`src/rtl/bp_uce_stream_merge.sv`:
```
// +--------------------------------------------------------------------------+
// | bp_uce_stream_merge: merges the I$/D$ UCE command streams onto one port  |
// | and routes in-order responses back through a source-tracking FIFO.       |
// | Optional: BP_UCE_STREAM_MERGE_FIXED_PRIO_EN makes D$ always win a tie.   |
// | Revision: 1.0                                                            |
// +--------------------------------------------------------------------------+
`default_nettype none

package bp_uce_stream_merge_pkg;
  typedef enum logic [1:0] {
    e_bp_default_cfg   = 2'd0,
    e_bp_half_fill_cfg = 2'd1
  } bp_params_e;

  function automatic int mem_header_width(bp_params_e cfg);
    return (cfg == e_bp_half_fill_cfg) ? 48 : 64;
  endfunction

  function automatic int uce_fill_width(bp_params_e cfg);
    return (cfg == e_bp_half_fill_cfg) ? 32 : 64;
  endfunction
endpackage

module bp_uce_stream_merge
  import bp_uce_stream_merge_pkg::*;
#(
  parameter bp_params_e bp_params_p = e_bp_default_cfg,
  parameter int outstanding_p = 4,
  localparam int mem_header_width_lp = mem_header_width(bp_params_p),
  localparam int uce_fill_width_p = uce_fill_width(bp_params_p)
) (
  input  logic                                clk_i,
  input  logic                                reset_i,

  input  logic [1:0][mem_header_width_lp-1:0] mem_cmd_header_i,
  input  logic [1:0][uce_fill_width_p-1:0]    mem_cmd_data_i,
  input  logic [1:0]                          mem_cmd_v_i,
  input  logic [1:0]                          mem_cmd_last_i,
  output logic [1:0]                          mem_cmd_ready_and_o,

  output logic [mem_header_width_lp-1:0]      mem_cmd_header_o,
  output logic [uce_fill_width_p-1:0]         mem_cmd_data_o,
  output logic                                mem_cmd_v_o,
  output logic                                mem_cmd_last_o,
  input  logic                                mem_cmd_ready_and_i,

  input  logic [mem_header_width_lp-1:0]      mem_resp_header_i,
  input  logic [uce_fill_width_p-1:0]         mem_resp_data_i,
  input  logic                                mem_resp_v_i,
  input  logic                                mem_resp_last_i,
  output logic                                mem_resp_ready_and_o,

  output logic [1:0][mem_header_width_lp-1:0] mem_resp_header_o,
  output logic [1:0][uce_fill_width_p-1:0]    mem_resp_data_o,
  output logic [1:0]                          mem_resp_v_o,
  output logic [1:0]                          mem_resp_last_o,
  input  logic [1:0]                          mem_resp_ready_and_i
);

  localparam int ptr_w_lp = (outstanding_p > 1) ? $clog2(outstanding_p) : 1;
  localparam int cnt_w_lp = $clog2(outstanding_p + 1);
  localparam logic [cnt_w_lp-1:0] c_depth   = cnt_w_lp'(outstanding_p);
  localparam logic [ptr_w_lp-1:0] c_ptr_max = ptr_w_lp'(outstanding_p - 1);

  typedef enum logic [0:0] {
    e_idle = 1'b0,
    e_lock = 1'b1
  } state_e;

  state_e                   r_state;
  logic                     r_lock_port;
  logic [outstanding_p-1:0] r_src;
  logic [ptr_w_lp-1:0]      r_wptr;
  logic [ptr_w_lp-1:0]      r_rptr;
  logic [cnt_w_lp-1:0]      r_count;

  logic w_full, w_empty, w_idle_grant, w_grant, w_active;
  logic w_cmd_hs, w_push, w_pop, w_head;

  assign w_full  = (r_count == c_depth);
  assign w_empty = (r_count == '0);

`ifdef BP_UCE_STREAM_MERGE_FIXED_PRIO_EN
  // D$ wins whenever it requests; I$ only gets the bus when D$ is quiet
  assign w_idle_grant = mem_cmd_v_i[1];
`else
  logic rr_r;
  assign w_idle_grant = (&mem_cmd_v_i) ? rr_r : mem_cmd_v_i[1];
`endif

  assign w_grant  = (r_state == e_lock) ? r_lock_port : w_idle_grant;
  // A locked message must finish even with a full FIFO: its entry is already in
  assign w_active = ~reset_i & ((r_state == e_lock) | ~w_full);

  assign mem_cmd_header_o = mem_cmd_header_i[w_grant];
  assign mem_cmd_data_o   = mem_cmd_data_i[w_grant];
  assign mem_cmd_last_o   = mem_cmd_last_i[w_grant];
  assign mem_cmd_v_o      = w_active & mem_cmd_v_i[w_grant];

  always_comb begin
    mem_cmd_ready_and_o          = '0;
    mem_cmd_ready_and_o[w_grant] = w_active & mem_cmd_ready_and_i;
  end

  assign w_cmd_hs = mem_cmd_v_o & mem_cmd_ready_and_i;
  assign w_push   = w_cmd_hs & (r_state == e_idle);

  assign w_head               = r_src[r_rptr];
  assign mem_resp_header_o    = {2{mem_resp_header_i}};
  assign mem_resp_data_o      = {2{mem_resp_data_i}};
  assign mem_resp_last_o      = {2{mem_resp_last_i}};
  assign mem_resp_ready_and_o = ~reset_i & ~w_empty & mem_resp_ready_and_i[w_head];

  always_comb begin
    mem_resp_v_o         = '0;
    mem_resp_v_o[w_head] = ~reset_i & ~w_empty & mem_resp_v_i;
  end

  assign w_pop = mem_resp_v_i & mem_resp_ready_and_o & mem_resp_last_i;

  always_ff @(posedge clk_i) begin
    if (reset_i) begin
      r_state     <= e_idle;
      r_lock_port <= 1'b0;
      r_src       <= '0;
      r_wptr      <= '0;
      r_rptr      <= '0;
      r_count     <= '0;
`ifndef BP_UCE_STREAM_MERGE_FIXED_PRIO_EN
      rr_r        <= 1'b0;
`endif
    end else begin
      if (w_cmd_hs) begin
        if ((r_state == e_idle) && !mem_cmd_last_o) begin
          r_state     <= e_lock;
          r_lock_port <= w_grant;
        end else if ((r_state == e_lock) && mem_cmd_last_o) begin
          r_state <= e_idle;
        end
`ifndef BP_UCE_STREAM_MERGE_FIXED_PRIO_EN
        if (mem_cmd_last_o) begin
          rr_r <= ~w_grant;
        end
`endif
      end
      if (w_push) begin
        r_src[r_wptr] <= w_grant;
        r_wptr        <= (r_wptr == c_ptr_max) ? '0 : r_wptr + 1'b1;
      end
      if (w_pop) begin
        r_rptr <= (r_rptr == c_ptr_max) ? '0 : r_rptr + 1'b1;
      end
      r_count <= r_count + cnt_w_lp'(w_push) - cnt_w_lp'(w_pop);
    end
  end

endmodule

`default_nettype wire

```
`config.mk`:
```
export PLATFORM = sky130hd
export DESIGN_NAME = bp_uce_stream_merge
export DESIGN_NICKNAME = d
export VERILOG_FILES = /design/src/rtl/bp_uce_stream_merge.sv
export SDC_FILE = /design/constraint.sdc
export NUM_CORES = 1
export LEC_CHECK = 0
export BUFFER_PORTS_ARGS = -buffer_cell sky130_fd_sc_hd__buf_2
export CAP_MARGIN = 20
export CORE_AREA = 2 2 305 307
export DETAILED_ROUTE_END_ITERATION = 8
export DIE_AREA = 0 0 307 309
export MAX_ROUTING_LAYER = met4
export PLACE_DENSITY = 0.36
export SYNTH_ARGS = -nofsm -noshare
export SYNTH_HDL_FRONTEND = slang
export SYNTH_SLANG_ARGS = --single-unit
```
`constraint.sdc`:
```
create_clock -name clk_i -period 2.6 [get_ports clk_i]
set_input_delay 0.13 -clock clk_i [delete_from_list [all_inputs] [get_ports clk_i]]
set_output_delay 0.13 -clock clk_i [all_outputs]
set_load 0.01 [all_outputs]
```
==> results.txt, run 1 <==
- Clock buffers created by TritonCTS: 3
- Counting every sink on the clock net gives 14.
- The mapped netlist covers 0.00434 sq mm.
* Dominant register cell in the synthesized netlist: sky130_fd_sc_hd__dfxtp_1
- After the last repair the worst path ends at a register input.
- Once global-route timing repair stopped, the endpoint with the least setup slack was r_count[2]$_SDFF_PP0_/D.
* First-pass GRT wire length: 27900 um
- Entering global routing, the biggest net connects 42 pins.
- The initial antenna violation count is 11.
- Seq/Total Area, Yosys: 0.0645
- The synthesized design contains 0 enable-type register cells.
* Placement Cell Area: 0.00597 sq mm
- Clock Path Buffers: 2
- The via count of the first global-routing pass was 3842.
- In the global route stage, overall resource usage came out at 0.0438.
- I/O Buffers: 403
- Leading cell types by total area after synthesis: sky130_fd_sc_hd__buf_4, sky130_fd_sc_hd__mux2_2, sky130_fd_sc_hd__dfxtp_1, sky130_fd_sc_hd__ha_1, sky130_fd_sc_hd__buf_2
- The number of different library cells used by synthesis comes to 30.
- Synthesized flop and latch total: 14
* Die Span Y: 309 um
- Of the post-synthesis cell area, the dominant cell type holds 0.446.
* Aggregate global routing overflow: 0
- The root buffer cell chosen for the clock tree is sky130_fd_sc_hd__clkbuf_16.
* Die X: 307 um
- Library cell with the largest summed area after synthesis: sky130_fd_sc_hd__buf_4
- Row generation in the floorplan step produced 111 rows.
- At the end of routability-driven placement, the weighted congestion stood at 0.768.
* Final HPWL DP: 20700 um
- Number of H-tree branching levels: 1
- Step where the flow halted: detailed routing
* Top-level port count: 788
- Counting every net in the synthesized netlist gives 900.
- Average cell area after synthesis: 8.76 sq um
* Run status: stopped before the end
- Tool error message: [ERROR DRT-0255] Maze Route cannot find path of net mem_cmd_data_i[87] in worker of routeBox ( 289800 0 ) ( 307000 48300 ).
- Quantity of hold-fixing buffers added after cts: 0
* Share of synthesized registers carrying an async set or reset: 0
* Number of warnings printed during yosys synthesis: 0
- Initial standard-cell utilization of the core: 0.0475
- Count of mapped cells out of synthesis: 496
[routing by layer]
layer  global-route usage
met5                    -
met4               0.0275
met3               0.0436
met2               0.0630
met1               0.0348
[kinds of logic after synthesis]
logic type / after synthesis / share of synthesized area
compound gates: 13 / 0.0210
xor+xnor: 2 / 0.00403
fa+ha+maj: 9 / 0.0277
buf+inv: 284 / 0.473
flops: 14 / 0.0645
mux: 138 / 0.361
simple gates: 36 / 0.0490
[synth_stat cells, types with 2 or more instances]
| master | instances |
|---|---|
| sky130_fd_sc_hd__ha_1 | 8 |
| sky130_fd_sc_hd__dfxtp_1 | 14 |
| sky130_fd_sc_hd__nor2_1 | 11 |
| sky130_fd_sc_hd__mux2_2 | 130 |
| sky130_fd_sc_hd__mux2i_1 | 5 |
| sky130_fd_sc_hd__nor2b_1 | 6 |
| sky130_fd_sc_hd__inv_1 | 8 |
| sky130_fd_sc_hd__mux2_4 | 2 |
| sky130_fd_sc_hd__nor3b_1 | 3 |
| sky130_fd_sc_hd__nor4b_1 | 2 |
| sky130_fd_sc_hd__buf_4 | 258 |
| sky130_fd_sc_hd__buf_2 | 16 |
| sky130_fd_sc_hd__nor3_1 | 2 |
| sky130_fd_sc_hd__a31o_2 | 4 |
| sky130_fd_sc_hd__and2_1 | 2 |
| sky130_fd_sc_hd__nand2b_1 | 5 |
| sky130_fd_sc_hd__nand2_1 | 2 |
| sky130_fd_sc_hd__a21oi_1 | 5 |
| sky130_fd_sc_hd__clkbuf_1 | 2 |
[repair_timing]
item	4_1_cts	5_1_grt
pin swaps	1	4
setup endpoints to repair	1	1
buffers inserted	1	1
gates resized for setup	2	8
[metrics by stage]
stage / setup WS, ps / instances / hold WS, ps / setup TNS, ps
after global placement: -72.2 / 1824 / 260 / -72.2
after CTS: 4.77 / 1829 / 196 / 0
after detailed placement: -33.1 / 1824 / 260 / -33.1
after floorplan: 13.9 / 496 / 316 / 0
after global routing: -106 / 1838 / 241 / -106
==> run 2, diff against run 1 <==
- CORE_AREA: 2 2 305 307 -> 2 2 302 304
- DIE_AREA: 0 0 307 309 -> 0 0 304 306
- MAX_ROUTING_LAYER: met4 -> not set
- PLACE_DENSITY: 0.36 -> not set
- PLACE_DENSITY_LB_ADDON: not set -> 0.15
- clock period: 2.6 -> 3.38 ns (I/O delays scaled with it)
==> run 2 against run 1 <==
  * The run now ends clean
  * Global-route usage is 0.33 points lower
  * Synthesized cell count stayed put
  * Area after synthesis stayed put
==> results.txt, run 2 <==
- Antenna Nets Post-Route: 0
- Leaving out fill and tap cells, the most frequent cell in the layout is sky130_fd_sc_hd__buf_2.
- Worst-path maximum fanout: 4
- Post-cts gate resize count: 0 (was 2)
- The number of I/O pins came to 788 (unchanged).
- The count of final max-slew check failures is 0.
* Most numerous cell in the Yosys netlist: sky130_fd_sc_hd__buf_4 (unchanged)
- Leading cell types by total area after synthesis: sky130_fd_sc_hd__buf_4, sky130_fd_sc_hd__mux2_2, sky130_fd_sc_hd__dfxtp_1, sky130_fd_sc_hd__ha_1, sky130_fd_sc_hd__buf_2 (unchanged).
- Clock buffers created by TritonCTS: 3 (unchanged)
- Met3 WL post-DR: 4750 um
- Setup violations remaining at the end of the flow were counted as 0.
- The number of H-tree branching levels came to 1 (unchanged).
- For the final database, setup skew stands at 5.02 ps.
* Share of synthesized registers carrying an async set or reset: 0 (unchanged)
* Number of warnings printed during yosys synthesis: 0 (unchanged)
* Power density over the cells: 193 mW/mm^2
- Static timing analysis puts the maximum clock frequency at 355 MHz.
* Total number of vias: 3730
* Static leakage power: 2.55 nW
- Final HPWL DP: 18300 um (was 20700 um)
* Critical path data required time: 3500 ps
- For this run, design rule violations remaining after detail routing come to 0.
- Seq/Total Area, Yosys: 0.0645 (unchanged)
* Minimum setup slack in the final design: 567 ps
- Accumulated negative setup slack: 0 ps
- Classification of the worst-slack hold path: input pin to register
- The top cell types in the final layout, fill and taps aside, are sky130_fd_sc_hd__buf_2, sky130_fd_sc_hd__mux2_2, sky130_fd_sc_hd__dfxtp_1, sky130_fd_sc_hd__nor2_1.
* Yosys cell types: 30 (unchanged)
- After the last flow step, the layout net total stands at 1037.
- Clock root cell: sky130_fd_sc_hd__clkbuf_16 (unchanged)
* Area of the die: 0.0930 sq mm
- Final hold vios: 0
* FP Rows: 110 (was 111)
* Internal: 0.737 mW
- Detailed router's first-iteration violation count: 110
- Max-cap violation count: 0
- By startpoint and endpoint, the worst setup path is classified as register to register.
- The starting density of the core is 0.0485 (was 0.0475).
* Final weighted congestion of routability-driven global placement: 0.744 (was 0.768)
- I/O Buffers: 403 (unchanged)
* Largest net degree at the start of global routing: 67 (was 42)
- The post-synthesis area per instance came to 8.76 sq um (unchanged).
* Setup repair after global routing missed its margin: no
* CTS tree: done
- The buffers inserted during post-CTS setup optimization was 0 (was 1).
- For this run, the detailed router's first-pass iteration total came to 4.
* Sw frac: 0.363
- The worst path needs 2810 ps of the cycle, external delays included.
- Area fraction of the dominant cell type after synthesis: 0.446 (unchanged)
- Peak supply drop: 0.122 mV
- After detailed routing, no signal wire sits above met4.
* Number of nets in the synthesized netlist: 900 (unchanged)
* Quantity of hold-fixing buffers added after cts: 0 (unchanged)
- The worst setup path is launched from a register.
- Pre-CTS WS: 536 ps (was -33.1 ps)
- More flip-flops sit in one register than any other, and that register is r_src.
- Worst Max-Slew Pin Slew: 753 ps
- List of most frequent post-synthesis cells: sky130_fd_sc_hd__buf_4, sky130_fd_sc_hd__mux2_2, sky130_fd_sc_hd__buf_2, sky130_fd_sc_hd__dfxtp_1, sky130_fd_sc_hd__nor2_1 (unchanged)
- The cell accounting for the most synthesized area is sky130_fd_sc_hd__buf_4 (unchanged).
* Die Span Y: 306 um (was 309 um)
- The wire length of the first global-routing pass is 27300 um (was 27900 um).
- The post-synthesis cell count was 496 (unchanged).
- For the worst setup path, the data arrival time is 2930 ps.
- The number of flops mapped to enable cells by yosys came to 0 (unchanged).
* Power after layout: 1.16 mW
* Run status: finished, final reports clean (was stopped before the end)
- Ratio of routed vias to standard cells: 2.06
* NetSw: 0.419 mW
* Clock insertion delay at the later pin of the skew report: 250 ps
* Worst Setup End Kind: register
- Via count of the first global-routing pass: 3964 (was 3842)
* Antenna violations before repair: 3 (was 11)
- Origin of the worst min-delay path: mem_cmd_v_i[0]
* Post-detailed-route wirelength per cell: 11.4 um
- Of the total power, combinational logic draws 0.618.
* Rel. slew slack: 0.496
* DR WL met2: 8870 um
- The sink count of the clock tree is 14 (unchanged).
- The netlist area before placement was 0.00434 sq mm (unchanged).
- Relative area change from synthesis to final layout: 37.7%
- The share of total power dissipated in sequential elements is 0.159.
- The die extent in x came to 304 um (was 307 um).
* Largest register FFs: 4
* Largest registers ranked by flip-flop count: r_src (4), r_count (3)
* Final routed wirelength across all metal layers: 20600 um
- Share of the clock period used by the worst path after layout: 0.832
- Synthesized flop and latch total: 14 (unchanged)
* Aggregate global routing overflow: 0 (unchanged)
- Total routing resource utilization after global routing: 0.0405 (was 0.0438)
- After clock tree synthesis, the clock-pin slew on the worst setup and hold paths is 50 ps.
- Routed metal-1 wirelength: 6840 um
- Area inside the core boundary: 0.0896 sq mm
- Reg-to-Reg Start: r_rptr[0]$_SDFFE_PP0P_
- In the final layout, the share of cells above drive strength 1 is 0.873.
- Dominant register cell in the synthesized netlist: sky130_fd_sc_hd__dfxtp_1 (unchanged)
- The share of total power dissipated in the clock network is 0.222.
- In this run the worst setup path begins at r_rptr[0]$_SDFFE_PP0P_.
- The deepest clock path buffer count came to 2 (unchanged).
[run 2: cell counts after synthesis]
No cell type changed its count.
[run 2: worst paths after layout]
check	to	slack (ps)	depth (start not counted)
min	rr_r$_SDFFE_PP0P_	260	3
min reg2reg	rr_r$_SDFFE_PP0P_	490	2
max reg2reg	r_count[2]$_SDFF_PP0_	570	12
max	r_count[2]$_SDFF_PP0_	570	12
[run 2: area by class of cell]
cell class | count | area [sq um]
multi-input combinational | 198 | 2020
fill | 10600 | 83600
sequential | 14 | 280
timing repair buffer | 408 | 2080
inverter | 8 | 30.0
clock buffer | 4 | 88.8
antenna | 2 | 5.00
tap | 1176 | 1470
[run 2: worst max-delay path, stage by stage (launching register included)]
cell and delay (ps):
sky130_fd_sc_hd__dfxtp_1 390, sky130_fd_sc_hd__mux4_2 560, sky130_fd_sc_hd__mux2i_1 250, sky130_fd_sc_hd__nand3b_4 210
sky130_fd_sc_hd__inv_1 50, sky130_fd_sc_hd__ha_1 260, sky130_fd_sc_hd__inv_1 60, sky130_fd_sc_hd__ha_1 130
sky130_fd_sc_hd__inv_1 50, sky130_fd_sc_hd__fa_1 370, sky130_fd_sc_hd__xor2_1 180, sky130_fd_sc_hd__xnor2_1 130
sky130_fd_sc_hd__nor2_1 50
[run 2: routing by layer]
metal / vias to the layer above / global-route usage
li1: 1662 / -
met1: 1550 / 0.0388
met2: 512 / 0.0593
met3: 6 / 0.0447
met4: 0 / 0.00625
met5: - / 0.000517
[run 2: cell families (layout without fill, tap and decap cells)]
logic type | Yosys count | in the layout | synth area share
AOI/OAI and AO/OA | 13 | 13 | 0.0210
DFF | 14 | 14 | 0.0645
adders and majority gates | 9 | 9 | 0.0277
and+or+nand+nor | 36 | 36 | 0.0490
other | 0 | 2 | 0
buffers and inverters | 284 | 420 | 0.473
muxes | 138 | 138 | 0.361
xor gates and xnor gates | 2 | 2 | 0.00403
[run 2: power groups by stage]
stage / sequential [mW] / clock, mW / combinational, mW
after floorplan: 0.185 / 0 / 0.671
after CTS: 0.185 / 0.266 / 0.736
final: 0.184 / 0.257 / 0.715
after global routing: 0.186 / 0.277 / 0.782
after detailed placement: 0.188 / 0 / 0.733
after global placement: 0.188 / 0 / 0.743
[run 2: metrics by stage]
| step | util | hold slack [ps] | cell area (sq um) | instances |
|---|---|---|---|---|
| 3_3_place_gp | 0.0657 | 338 | 5890 | 1804 |
| 5_1_grt | 0.0667 | 291 | 5970 | 1808 |
| 6_report | 0.0667 | 260 | 5980 | 1810 |
| 4_1_cts | 0.0667 | 262 | 5970 | 1808 |
| 2_1_floorplan | - | 355 | 4340 | 496 |
| 3_5_place_dp | 0.0657 | 338 | 5890 | 1804 |
Power figures use the tool's default switching activity.
==> run 3, diff against run 2 <==
- ABC_AREA: not set -> 1
- CORE_AREA: 2 2 302 304 -> 2 2 307 309
- DIE_AREA: 0 0 304 306 -> 0 0 309 311
- clock period: 3.38 -> 2.9 ns (I/O delays scaled with it)
==> run 3 against run 2 <==
  * Worst hold slack got worse by 61 ps
  * Count of clock-buffer cells in the layout unchanged
  * Via count increased by 31%
  * Combinational power increased by 15%
  * Non-clock buffer count increased by 1
  * Utilization decreased by 0.11 points
==> results.txt, run 3 <==
- The category of the worst setup path launch point is a register (unchanged).
- Leading cell types by total area after synthesis: sky130_fd_sc_hd__buf_4, sky130_fd_sc_hd__nand2_1, sky130_fd_sc_hd__dfxtp_1, sky130_fd_sc_hd__buf_2, sky130_fd_sc_hd__ha_1 (was sky130_fd_sc_hd__buf_4, sky130_fd_sc_hd__mux2_2, sky130_fd_sc_hd__dfxtp_1, sky130_fd_sc_hd__ha_1, sky130_fd_sc_hd__buf_2)
- First-pass iteration count of the detailed router: 4 (unchanged)
- The die area was 0.0961 sq mm (was 0.0930 sq mm).
- The via count of the first global-routing pass was 4723 (was 3964).
* Worst-path maximum fanout: 6 (was 4)
- The distinct cell type count of the synthesized netlist came to 25 (was 30).
- The number of flip-flops under the largest register name came to 4 (unchanged).
- The path class of the lowest-slack min-delay path is input pin to register (unchanged).
- The maximum number of pins on one net before global-route repair is 64 (was 67).
- The sink count of the clock tree came to 14 (unchanged).
* Final routed wirelength across all metal layers: 20600 um (about the same)
- Antenna Nets Post-Route: 0 (unchanged)
* Clock root cell: sky130_fd_sc_hd__clkbuf_16 (unchanged)
- Static leakage power: 3.22 nW (was 2.55 nW)
- The largest register by flop count is r_src (unchanged).
* Number of cells traversed by the worst register-to-register path: 12 (unchanged)
- The clock latency at the later pin of the worst-skew pair came to 240 ps (was 250 ps).
- Power after layout: 1.32 mW (was 1.16 mW)
* Power density over the cells: 218 mW/mm^2 (was 193 mW/mm^2)
- Count of mapped cells out of synthesis: 796 (was 496)
- Crit path DAT: 2410 ps (was 2930 ps)
* Setup repair after global routing missed its margin: no (unchanged)
- The worst setup slack for register-to-register paths came to 620 ps (was 570 ps).
- Largest registers ranked by flip-flop count: r_src (4), r_count (3) (unchanged).
- Final #Nets: 1327 (was 1037)
- The clock transition time at the flip-flop clock pins of the worst setup and hold paths is 50 ps (about the same).
- FP Rows: 112 (was 110)
* Library cell with the largest summed area after synthesis: sky130_fd_sc_hd__buf_4 (unchanged)
* Total number of vias: 4880 (was 3730)
* Number of warnings printed during yosys synthesis: 0 (unchanged)
* Initial standard-cell utilization of the core: 0.0471 (was 0.0485)
- The DRC violations left came to 0 (unchanged).
- Delay of the slowest cell on the worst path: 460 ps (was 560 ps)
- Seq/Total Area, Yosys: 0.0642 (was 0.0645)
* Post-cts gate resize count: 0 (unchanged)
- Clock Path Buffers: 2 (unchanged)
- The buffers inserted during post-CTS setup optimization was 0 (unchanged).
* End of the worst register-to-register path: r_count[2]$_SDFF_PP0_ (unchanged)
- Timing endpoint of the critical path: r_count[2]$_SDFF_PP0_ (unchanged)
- The hold buffer count at CTS was 0 (unchanged).
- Most common library cell in the layout ignoring fill and taps: sky130_fd_sc_hd__nand2_1 (was sky130_fd_sc_hd__buf_2)
* Number of synthesized flops with an enable pin: 0 (unchanged)
- The number of max-cap violations was 0 (unchanged).
- The worst reg2reg path startpoint is r_state$_SDFFE_PP0P_ (was r_rptr[0]$_SDFFE_PP0P_).
- I/O Buffers: 403 (unchanged)
- Average cell area after synthesis: 5.49 sq um (was 8.76 sq um)
- The synthesized flop and latch total came to 14 (unchanged).
- The per-cell routed wire length came to 9.43 um (was 11.4 um).
* Standard cell with the maximum stage delay on the critical path: sky130_fd_sc_hd__dfxtp_1 (was sky130_fd_sc_hd__mux4_2)
* Worst Setup End Kind: register (unchanged)
- The area overhead of the layout relative to synthesis was 39.3% (was 37.7%).
- Number of fill cells in the layout: 11200 (was 10600)
* Ratio of routed vias to standard cells: 2.24 (was 2.06)
- Final hold vios: 0 (unchanged)
- Ordered list of cells on the worst path: nor2_1 > nand2_1 > nand2_1 > nor2_2 > nand4_1 > ha_1 > inv_1 > ha_1 > inv_1 > fa_1 > o21ai_0 > a21oi_1 (was mux4_2 > mux2i_1 > nand3b_4 > inv_1 > ha_1 > inv_1 > ha_1 > inv_1 > fa_1 > xor2_1 > xnor2_1 > nor2_1)
- The fmax came to 439 MHz (was 355 MHz).
* Aggregate global routing overflow: 0 (unchanged)
- The post-synthesis net count is 1200 (was 900).
* Area inside the core boundary: 0.0928 sq mm (was 0.0896 sq mm)
- Peak supply drop: 0.244 mV (was 0.122 mV)
- Total routing resource utilization after global routing: 0.0376 (was 0.0405)
- List of most frequent post-synthesis cells: sky130_fd_sc_hd__nand2_1, sky130_fd_sc_hd__buf_4, sky130_fd_sc_hd__nor2_1, sky130_fd_sc_hd__buf_2, sky130_fd_sc_hd__inv_1 (was sky130_fd_sc_hd__buf_4, sky130_fd_sc_hd__mux2_2, sky130_fd_sc_hd__buf_2, sky130_fd_sc_hd__dfxtp_1, sky130_fd_sc_hd__nor2_1)
- The number of I/O pins is 788 (unchanged).
- Clock buffers created by TritonCTS: 3 (unchanged)
- Rel. slew slack: 0.716 (was 0.496)
- The required time of the critical path was 3030 ps (was 3500 ps).
* Number of failing setup endpoints in the final timing report: 0 (unchanged)
* Worst Max-Slew Pin Slew: 426 ps (was 753 ps)
- The wire length of the first global-routing pass came to 27500 um (was 27300 um).
- Final HPWL DP: 17900 um (was 18300 um)
- The share of Yosys cell area claimed by the top area cell type is 0.443 (was 0.446).
* Share of synthesized registers carrying an async set or reset: 0 (unchanged)
* Startpoint of the worst setup timing path: r_state$_SDFFE_PP0P_ (was r_rptr[0]$_SDFFE_PP0P_)
* Run status: finished, final reports clean (unchanged)
* Top library cells by usage in the layout, fill and taps aside: sky130_fd_sc_hd__nand2_1, sky130_fd_sc_hd__buf_2, sky130_fd_sc_hd__nor2_1, sky130_fd_sc_hd__inv_1, sky130_fd_sc_hd__dfxtp_1 (was sky130_fd_sc_hd__buf_2, sky130_fd_sc_hd__mux2_2, sky130_fd_sc_hd__dfxtp_1, sky130_fd_sc_hd__nor2_1)
- Die X: 309 um (was 304 um)
- The share of the clock period used by the worst path was 0.785 (was 0.832).
* Share of cells above drive strength 1: 0.454 (was 0.873)
- The netlist area before placement is 0.00437 sq mm (was 0.00434 sq mm).
- The final critical delay including setup and external delays came to 2280 ps (was 2810 ps).
* Final weighted congestion of routability-driven global placement: 0.816 (was 0.744)
- Number of H-tree branching levels: 1 (unchanged)
* Final Skew: 3.18 ps (was 5.02 ps)
* Antenna violations before repair: 4 (was 3)
- The number of design-rule violations left by the first detailed-router iteration came to 146 (was 110).
- The count of final max-slew check failures is 0 (unchanged).
- Most numerous cell in the Yosys netlist: sky130_fd_sc_hd__nand2_1 (was sky130_fd_sc_hd__buf_4)
- Dominant register cell in the synthesized netlist: sky130_fd_sc_hd__dfxtp_1 (unchanged)
* Accumulated negative setup slack: 0 ps (unchanged)
- Die Span Y: 311 um (was 306 um)
- Crit path kind: register to register (unchanged)
* CTS tree: done (unchanged)
[run 3: cell families after synthesis]
logic type	after synthesis	share of synthesized area
compound gates	18	0.0212
xor+xnor	1	0.00201
fa+ha+maj	9	0.0275
buf+inv	305	0.490
flops	14	0.0642
simple gates	449	0.396
[run 3: through the flow]
step | utilization | setup WS (ps) | cell area [sq um] | instances | hold slack, ps
after floorplan | - | 828 | 4370 | 796 | 316
after CTS | 0.0655 | 579 | 6070 | 2176 | 208
after global routing | 0.0656 | 340 | 6080 | 2179 | 211
after global placement | 0.0645 | 532 | 5990 | 2172 | 290
after detailed placement | 0.0645 | 586 | 5990 | 2172 | 290
final | 0.0656 | 624 | 6080 | 2180 | 200
[run 3: worst min-delay path by stage]
stage | start | to | slack (ps) | cells past startpoint
floorplan | mem_cmd_ready_and_i | r_lock_port$_SDFFE_PP0P_ | 320 | 2
global placement | mem_resp_header_i[20] | mem_resp_header_o[20] | 290 | 0
detailed placement | mem_resp_header_i[20] | mem_resp_header_o[20] | 290 | 0
CTS | reset_i | r_count[0]$_SDFF_PP0_ | 210 | 2
global route | reset_i | r_lock_port$_SDFFE_PP0P_ | 210 | 2
finish | reset_i | r_state$_SDFFE_PP0P_ | 200 | 2
[run 3: cell type report]
type | count | area, sq um | share of cell area
inverters | 18 | 70.1 | 0.0115
multi-input cells | 477 | 1950 | 0.321
flip-flops and latches | 14 | 280 | 0.0461
repair buffers | 409 | 2110 | 0.347
diodes | 4 | 10.0 | 0.00165
well taps | 1254 | 1570 | 0.258
clock buffers | 4 | 88.8 | 0.0146
[run 3: worst max-delay path, delay by kind of cell, from the launching register on]
family                     cells  cell delay [ps]
adders and majority gates      3              820
and+or+nand+nor                5              530
DFF                            1              460
AOI/OAI and AO/OA              2              240
buffers and inverters          2               90
[run 3: power by group]
| group | internal [mW] | switching [mW] | leakage, nW |
|---|---|---|---|
| Clock | 0.209 | 0.0834 | 0.0442 |
| Combinational | 0.353 | 0.469 | 3.06 |
| Sequential | 0.202 | 0.00743 | 0.113 |
| Total | 0.764 | 0.560 | 3.22 |
[run 3: routing by layer]
| metal | share of wire | vias to the layer above | wire length (um) | track usage |
|---|---|---|---|---|
| met4 | 0.065 | 0 | 1340 | 0.0247 |
| met1 | 0.31 | 1980 | 6300 | 0.0321 |
| met5 | 0 | - | 0 | 0 |
| li1 | - | 2385 | - | - |
| met3 | 0.14 | 116 | 2790 | 0.0168 |
| met2 | 0.49 | 399 | 10100 | 0.0698 |
